### config.mk
export PLATFORM = sky130hd
export DESIGN_NAME = bloom_lookup_sched_flat
export DESIGN_NICKNAME = d
export VERILOG_FILES = /design/src/rtl/bloom_lookup_sched_if.sv /design/src/rtl/bloom_lookup_sched.sv /design/src/flat_wrapper.sv
export SDC_FILE = /design/constraint.sdc
export NUM_CORES = 1
export LEC_CHECK = 0
export CORE_MARGIN = 3
export CORE_UTILIZATION = 43
export DETAILED_ROUTE_END_ITERATION = 8
export MAX_ROUTING_LAYER = met4
export PLACE_DENSITY = 0.87
export SLEW_MARGIN = 10
export SYNTH_ARGS = -nofsm -noshare
export SYNTH_HDL_FRONTEND = slang
export SYNTH_SLANG_ARGS = --single-unit
### constraint.sdc
create_clock -name clk -period 6.1 [get_ports clk]
set_clock_uncertainty 0.05 [all_clocks]
set_input_delay 0.915 -clock clk [delete_from_list [all_inputs] [get_ports clk]]
set_output_delay 0.915 -clock clk [all_outputs]
set_load 0.03 [all_outputs]
### src/rtl/bloom_lookup_sched_if.sv
// rtl/bloom_lookup_sched_if.sv - handshake and bus bundle for the Bloom lookup scheduler
//
// Purpose: groups every non-clock signal of bloom_lookup_sched.
// Channels: lookup request (lk_*), insert request (in_*), clear request
// (clr_req/clr_busy), lookup result (res_*), hash engine (hash_*),
// bit-array BRAM port (mem_*).
// modport slave  : scheduler view
// modport master : environment view (classifier, control plane, hash, BRAM)
interface bloom_lookup_sched_if #(
  parameter int KEY_W  = 72,
  parameter int ADDR_W = 3
);
  logic              lk_valid;
  logic              lk_ready;
  logic [KEY_W-1:0]  lk_key;
  logic              in_valid;
  logic              in_ready;
  logic [KEY_W-1:0]  in_key;
  logic              clr_req;
  logic              clr_busy;
  logic              res_valid;
  logic              res_ready;
  logic              res_hit;
  logic              hash_start;
  logic [KEY_W-1:0]  hash_key;
  logic              hash_valid;
  logic [31:0]       hash_value;
  logic [ADDR_W-1:0] mem_addr;
  logic              mem_we;
  logic              mem_wdata;
  logic              mem_rdata;

  modport slave (
    input  lk_valid, lk_key, in_valid, in_key, clr_req, res_ready,
           hash_valid, hash_value, mem_rdata,
    output lk_ready, in_ready, clr_busy, res_valid, res_hit,
           hash_start, hash_key, mem_addr, mem_we, mem_wdata
  );

  modport master (
    output lk_valid, lk_key, in_valid, in_key, clr_req, res_ready,
           hash_valid, hash_value, mem_rdata,
    input  lk_ready, in_ready, clr_busy, res_valid, res_hit,
           hash_start, hash_key, mem_addr, mem_we, mem_wdata
  );
endinterface

### src/rtl/bloom_lookup_sched.sv
// rtl/bloom_lookup_sched.sv - arbiter/sequencer for the Bloom-filter hash engine and bit-array BRAM
//
// Purpose: round-robin arbitration between lookup and insert requesters,
// one operation in flight through the shared hash engine and single-port
// bit array, plus full-array clear sequencing.
// Ports:
//   clk   : clock
//   reset : asynchronous active-high reset
//   bus   : bloom_lookup_sched_if.slave (request, result, hash and BRAM channels)
// Optional feature: define BLOOM_SCHED_STATS_EN to add the saturating
// counters stat_lookups, stat_hits and stat_inserts (32-bit outputs).
module bloom_lookup_sched #(
  parameter int KEY_W  = 72,
  parameter int ADDR_W = 3
) (
  input  logic                clk,
  input  logic                reset,
  bloom_lookup_sched_if.slave bus
`ifdef BLOOM_SCHED_STATS_EN
  ,
  output logic [31:0]         stat_lookups,
  output logic [31:0]         stat_hits,
  output logic [31:0]         stat_inserts
`endif
);

  localparam logic [2:0] S_IDLE   = 3'd0;
  localparam logic [2:0] S_HASH   = 3'd1;
  localparam logic [2:0] S_READ   = 3'd2;
  localparam logic [2:0] S_RDWAIT = 3'd3;
  localparam logic [2:0] S_RESP   = 3'd4;
  localparam logic [2:0] S_WRITE  = 3'd5;
  localparam logic [2:0] S_CLEAR  = 3'd6;

  localparam logic RR_LK = 1'b0;
  localparam logic RR_IN = 1'b1;

  localparam logic [ADDR_W-1:0] LAST_ADDR = {ADDR_W{1'b1}};

  logic [2:0]        r_state;
  logic              r_rr;
  logic              r_clr_pend;
  logic              r_is_lk;
  logic [KEY_W-1:0]  r_key;
  logic              r_first;
  logic [ADDR_W-1:0] r_idx;
  logic              r_res_hit;
  logic [ADDR_W-1:0] r_clr_cnt;

  logic w_idle_open;
  logic w_lk_hs;
  logic w_in_hs;
  logic w_res_hs;
  logic w_clr_last;

  // Ready is gated by reset so both readies read 0 while reset is held.
  // Neither ready looks at its own valid, only at the other requester's.
  assign w_idle_open  = (r_state == S_IDLE) && !r_clr_pend && !reset;
  assign bus.lk_ready = w_idle_open && (!bus.in_valid || (r_rr == RR_LK));
  assign bus.in_ready = w_idle_open && (!bus.lk_valid || (r_rr == RR_IN));

  assign w_lk_hs    = bus.lk_valid && bus.lk_ready;
  assign w_in_hs    = bus.in_valid && bus.in_ready;
  assign w_res_hs   = (r_state == S_RESP) && bus.res_ready;
  assign w_clr_last = (r_state == S_CLEAR) && (r_clr_cnt == LAST_ADDR);

  assign bus.clr_busy   = r_clr_pend || (r_state == S_CLEAR);
  assign bus.res_valid  = (r_state == S_RESP);
  assign bus.res_hit    = r_res_hit;
  assign bus.hash_start = (r_state == S_HASH) && r_first;
  assign bus.hash_key   = r_key;
  assign bus.mem_we     = (r_state == S_WRITE) || (r_state == S_CLEAR);
  assign bus.mem_wdata  = (r_state == S_WRITE);

  always_comb begin
    bus.mem_addr = '0;
    case (r_state)
      S_READ, S_WRITE: bus.mem_addr = r_idx;
      S_CLEAR:         bus.mem_addr = r_clr_cnt;
      default:         bus.mem_addr = '0;
    endcase
  end

  always_ff @(posedge clk or posedge reset) begin
    if (reset) begin
      r_state   <= S_IDLE;
      r_rr      <= RR_LK;
      r_is_lk   <= 1'b0;
      r_key     <= '0;
      r_first   <= 1'b0;
      r_idx     <= '0;
      r_res_hit <= 1'b0;
      r_clr_cnt <= '0;
    end else begin
      case (r_state)
        S_IDLE: begin
          if (w_lk_hs || w_in_hs) begin
            r_key   <= w_lk_hs ? bus.lk_key : bus.in_key;
            r_is_lk <= w_lk_hs;
            r_rr    <= w_lk_hs ? RR_IN : RR_LK;
            r_first <= 1'b1;
            r_state <= S_HASH;
          end else if (r_clr_pend || bus.clr_req) begin
            // A request arriving while idle starts the pass at once, so
            // clr_busy covers exactly the array depth.
            r_clr_cnt <= '0;
            r_state   <= S_CLEAR;
          end
        end
        S_HASH: begin
          r_first <= 1'b0;
          if (bus.hash_valid) begin
            r_idx   <= bus.hash_value[ADDR_W-1:0];
            r_state <= r_is_lk ? S_READ : S_WRITE;
          end
        end
        S_READ:   r_state <= S_RDWAIT;
        S_RDWAIT: begin
          r_res_hit <= bus.mem_rdata;
          r_state   <= S_RESP;
        end
        S_RESP: begin
          if (bus.res_ready) r_state <= S_IDLE;
        end
        S_WRITE:  r_state <= S_IDLE;
        S_CLEAR: begin
          r_clr_cnt <= r_clr_cnt + 1'b1;
          if (w_clr_last) r_state <= S_IDLE;
        end
        default:  r_state <= S_IDLE;
      endcase
    end
  end

  // Requests seen during CLEAR are absorbed by the pass already running.
  always_ff @(posedge clk or posedge reset) begin
    if (reset) begin
      r_clr_pend <= 1'b0;
    end else if (r_state == S_CLEAR) begin
      if (w_clr_last) r_clr_pend <= 1'b0;
    end else if (bus.clr_req) begin
      r_clr_pend <= 1'b1;
    end
  end

`ifdef BLOOM_SCHED_STATS_EN
  logic [31:0] r_stat_lookups;
  logic [31:0] r_stat_hits;
  logic [31:0] r_stat_inserts;

  always_ff @(posedge clk or posedge reset) begin
    if (reset) begin
      r_stat_lookups <= '0;
      r_stat_hits    <= '0;
      r_stat_inserts <= '0;
    end else begin
      if (w_res_hs && (r_stat_lookups != 32'hFFFF_FFFF))
        r_stat_lookups <= r_stat_lookups + 32'd1;
      if (w_res_hs && r_res_hit && (r_stat_hits != 32'hFFFF_FFFF))
        r_stat_hits <= r_stat_hits + 32'd1;
      if ((r_state == S_WRITE) && (r_stat_inserts != 32'hFFFF_FFFF))
        r_stat_inserts <= r_stat_inserts + 32'd1;
    end
  end

  assign stat_lookups = r_stat_lookups;
  assign stat_hits    = r_stat_hits;
  assign stat_inserts = r_stat_inserts;
`endif

endmodule

### src/flat_wrapper.sv
// flat-port wrapper written by rule: the top's interface ports become plain ports
module bloom_lookup_sched_flat 
#(
  parameter int KEY_W  = 72,
  parameter int ADDR_W = 3
)
  (clk, reset, bus_lk_valid, bus_lk_key, bus_in_valid, bus_in_key, bus_clr_req, bus_res_ready, bus_hash_valid, bus_hash_value, bus_mem_rdata, bus_lk_ready, bus_in_ready, bus_clr_busy, bus_res_valid, bus_res_hit, bus_hash_start, bus_hash_key, bus_mem_addr, bus_mem_we, bus_mem_wdata);
  bloom_lookup_sched_if #(.KEY_W(KEY_W), .ADDR_W(ADDR_W)) bus_i ();
  input  logic clk;
  input  logic reset;
  input wire logic [$bits(bus_i.lk_valid)-1:0] bus_lk_valid;
  input wire logic [$bits(bus_i.lk_key)-1:0] bus_lk_key;
  input wire logic [$bits(bus_i.in_valid)-1:0] bus_in_valid;
  input wire logic [$bits(bus_i.in_key)-1:0] bus_in_key;
  input wire logic [$bits(bus_i.clr_req)-1:0] bus_clr_req;
  input wire logic [$bits(bus_i.res_ready)-1:0] bus_res_ready;
  input wire logic [$bits(bus_i.hash_valid)-1:0] bus_hash_valid;
  input wire logic [$bits(bus_i.hash_value)-1:0] bus_hash_value;
  input wire logic [$bits(bus_i.mem_rdata)-1:0] bus_mem_rdata;
  output wire logic [$bits(bus_i.lk_ready)-1:0] bus_lk_ready;
  output wire logic [$bits(bus_i.in_ready)-1:0] bus_in_ready;
  output wire logic [$bits(bus_i.clr_busy)-1:0] bus_clr_busy;
  output wire logic [$bits(bus_i.res_valid)-1:0] bus_res_valid;
  output wire logic [$bits(bus_i.res_hit)-1:0] bus_res_hit;
  output wire logic [$bits(bus_i.hash_start)-1:0] bus_hash_start;
  output wire logic [$bits(bus_i.hash_key)-1:0] bus_hash_key;
  output wire logic [$bits(bus_i.mem_addr)-1:0] bus_mem_addr;
  output wire logic [$bits(bus_i.mem_we)-1:0] bus_mem_we;
  output wire logic [$bits(bus_i.mem_wdata)-1:0] bus_mem_wdata;
  assign bus_i.lk_valid = bus_lk_valid;
  assign bus_i.lk_key = bus_lk_key;
  assign bus_i.in_valid = bus_in_valid;
  assign bus_i.in_key = bus_in_key;
  assign bus_i.clr_req = bus_clr_req;
  assign bus_i.res_ready = bus_res_ready;
  assign bus_i.hash_valid = bus_hash_valid;
  assign bus_i.hash_value = bus_hash_value;
  assign bus_i.mem_rdata = bus_mem_rdata;
  assign bus_lk_ready = bus_i.lk_ready;
  assign bus_in_ready = bus_i.in_ready;
  assign bus_clr_busy = bus_i.clr_busy;
  assign bus_res_valid = bus_i.res_valid;
  assign bus_res_hit = bus_i.res_hit;
  assign bus_hash_start = bus_i.hash_start;
  assign bus_hash_key = bus_i.hash_key;
  assign bus_mem_addr = bus_i.mem_addr;
  assign bus_mem_we = bus_i.mem_we;
  assign bus_mem_wdata = bus_i.mem_wdata;
  bloom_lookup_sched #(.KEY_W(KEY_W), .ADDR_W(ADDR_W)) u_core (.clk(clk), .reset(reset), .bus(bus_i));
endmodule
==> results.json <==
{
  "fin_crit_ns": 3.58,
  "area_growth_pct": 51.8,
  "gp_congestion": 0.783,
  "htree_levels": 3,
  "finalWirelength_mm": 12.5,
  "power.leakage_uw": 0.00343,
  "grt_max_degree": 47,
  "initial_core_util": 0.450,
  "maxSlewViolCount": 0,
  "cp_data_arrival_time_ns": 2.61,
  "dr.pass1.iters": 4,
  "synth_fp_nets": 498,
  "tns_ns": 0,
  "path_clk_slew_ns": 0.06,
  "place_area_sq_mm": 0.00733,
  "hold_viol_final": 0,
  "io_pins": 267,
  "drc_errors": 0,
  "antenna_found_initial": 0,
  "crit_top_cell": "clkdlybuf4s50_1",
  "cellPowerDensity_mw_per_mm2": 246,
  "relSlewSlack": 0.442,
  "clock_sinks": 85,
  "hold_class": "reg2reg",
  "synth_area_sq_mm": 0.00501,
  "fin_nets": 731,
  "crit_type": "in2out",
  "path_buf_inv": 2,
  "layout-drive-gt1-share": 0.320,
  "cp-end-kind": "output port",
  "syn_area_per_cell_sq_um": 16.1,
  "cp_max_fo": 4,
  "cts_buffers": 9,
  "irDropWorstVdd_mv": 0.232,
  "max-cap-violations": 0,
  "route.detailed.wl_per_inst_um": 18.1,
  "core_region_area_sq_mm": 0.0111,
  "yosysTopAreaCell": "dfrtp_1",
  "rsz0062_at_grt": "false",
  "clk_latency_ns": 0.33,
  "setup-violations-final": 0,
  "setup.worst_path.start_class": "primary input",
  "grt_pass1_vias": 3646,
  "yosysWarnings": 0,
  "clk_path_buf_depth": 2,
  "hold_depth": 1,
  "tightest_slew_ns": 0.837,
  "ant_nets": 0,
  "status": "completed",
  "slowest_stage": "clkdlybuf4s50_1",
  "die_h_um": 114,
  "fmax_mhz": 280,
  "min_period_over_period": 0.586,
  "yosys.area.top_type_share": 0.424,
  "critical_path_depth": 5,
  "cts_tree": "done",
  "critPathRequiredTime_ns": 5.13,
  "fin_cells": 690,
  "cts_setup_buffers": 0,
  "final_area_sq_mm": 0.00761,
  "rr_worst_depth": 4,
  "fillers": 788,
  "num_rows": 38,
  "chipWidth_um": 114,
  "ys_ff_latch": 85,
  "drt-initial-drc-count": 109,
  "slowest_delay_ns": 0.72,
  "fin_hold_ws_ns": 0.460,
  "cpLargestDelayFamily": "buffers and inverters",
  "synthCells": 312,
  "grt_first_pass_wirelength_mm": 19.3,
  "grt_use_total": 0.192,
  "grt_overflow": 0,
  "ys_types": 34,
  "synth_area_leaders": "dfrtp_1, mux2_4, buf_12",
  "port_buffers": 237,
  "viasPerCell": 4.92,
  "worstPathCellList": "clkdlybuf4s50_1 -> nor2_1 -> nand2_1 -> a21oi_1 -> clkdlybuf4s50_1",
  "antenna_cells": 0,
  "cts_hold_buf": 0,
  "post_cts_resize_count": 0,
  "hpwl_mm": 9.52,
  "cts_root_buffer": "clkbuf_16",
  "route.vias.total": 3394,
  "dp.cells": 674,
  "die_area_sq_mm": 0.0130,
  "ys_seq_area_frac": 0.424
}
Yosys cell counts (all sizes together):
cell and number:
nor2 3, a21oi 4, a41oi 1, nor3 1, a21boi 1, nor3b 5, nand3b 7, nor2b 1
a211oi 1, a21o 1, clkbuf 1, o221a 1, mux2i 2, dfrtp 85, or3 1, or4b 1
ha 2, and3b 1, a31oi 2, inv 3, buf 19, or2 1, nand2 8, o21ai 5
o2bb2ai 1, mux2 148, nand2b 4, a22o 2
flip-flops by register name, indices dropped and copies added, names as in the netlist:
signal	flops
u_core.r_first	1
u_core.r_clr_pend	1
u_core.bus.hash_key	72
u_core.r_idx	3
u_core.r_state	3
u_core.r_rr	1
u_core.bus.res_hit	1
u_core.r_clr_cnt	3
power breakdown:
part           leakage [uW]  total, uW  switching, uW  internal [uW]
sequential          0.00115        711           76.2            635
combinational       0.00213        647            281            366
clock              0.000142        516            233            282
total               0.00343       1870            591           1280
path summary, 6_finish.rpt:
path	start	end	slack, ns
min in group asynchronous	reset	u_core.r_clr_pend$_DFFE_PP0P_	1.03
max in group asynchronous	reset	u_core.bus.hash_key[41]$_DFFE_PP0P_	3.93
hold / removal	u_core.bus.hash_key[48]$_DFFE_PP0P_	u_core.bus.hash_key[48]$_DFFE_PP0P_	0.46
setup reg to reg	u_core.r_state[2]$_DFFE_PP0P_	u_core.bus.hash_key[39]$_DFFE_PP0P_	3.72
hold reg to reg	u_core.bus.hash_key[48]$_DFFE_PP0P_	u_core.bus.hash_key[48]$_DFFE_PP0P_	0.46
setup / recovery	reset	bus_in_ready	2.52
layout make-up:
cell class,count,area (sq um),share of cell area
Clock inverter,7,56.3,0.00740
Tap cell,140,175,0.0230
Multi-Input combinational cell,204,2600,0.342
Sequential cell,85,2130,0.280
Timing Repair Buffer,242,2410,0.317
Clock buffer,9,225,0.0296
Inverter,3,12.5,0.00164
per-layer routing:
layer  global-route usage  share of wire
met2                0.336           0.52
met5                    -              0
met3               0.0371          0.065
met1                0.233           0.40
met4               0.0372         0.0089
worst reg2reg max path, delay by kind of cell (launching register included):
family	cells	cell delay (ns)
buffers and inverters	1	0.68
flip-flops	1	0.56
multiplexers	1	0.45
AND/OR/NAND/NOR	2	0.53
cells by family (layout without fill, tap and decap cells):
group | after synthesis | after routing | share of synthesized area
multiplexers | 150 | 150 | 0.441
adder cells (fa/ha/maj) | 2 | 2 | 0.00499
buffers and inverters | 23 | 261 | 0.0592
AND/OR/NAND/NOR | 33 | 33 | 0.0439
flip-flops | 85 | 85 | 0.424
AO/OA/AOI/OAI | 19 | 19 | 0.0260
placed cells by master (no fill, tap or decap), drive strengths merged:
cell / count
clkdlybuf4s50: 237
mux2: 148
dfrtp: 85
clkbuf: 9
nand2: 8
nand3b: 7
inv: 6
o21ai: 5
buf: 5
nor3b: 5
nand2b: 4
a21oi: 4
clkinv: 4
nor2: 3
a31oi: 2
a22o: 2
mux2i: 2
ha: 2
a21boi: 1
or2: 1
nor3: 1
o221a: 1
and3b: 1
a21o: 1
a211oi: 1
or3: 1
o2bb2ai: 1
a41oi: 1
nor2b: 1
or4b: 1
metrics by stage:
stage                     worst slack [ns]  power, uW   util
after floorplan                       2.94       1100      -
after global placement                2.55       1350  0.658
after detailed placement              2.52       1370  0.658
after CTS                             2.52       1900  0.684
after global routing                  2.42       1960  0.684
final                                 2.52       1870  0.684
Note: power is estimated with default switching activity, not from simulation.
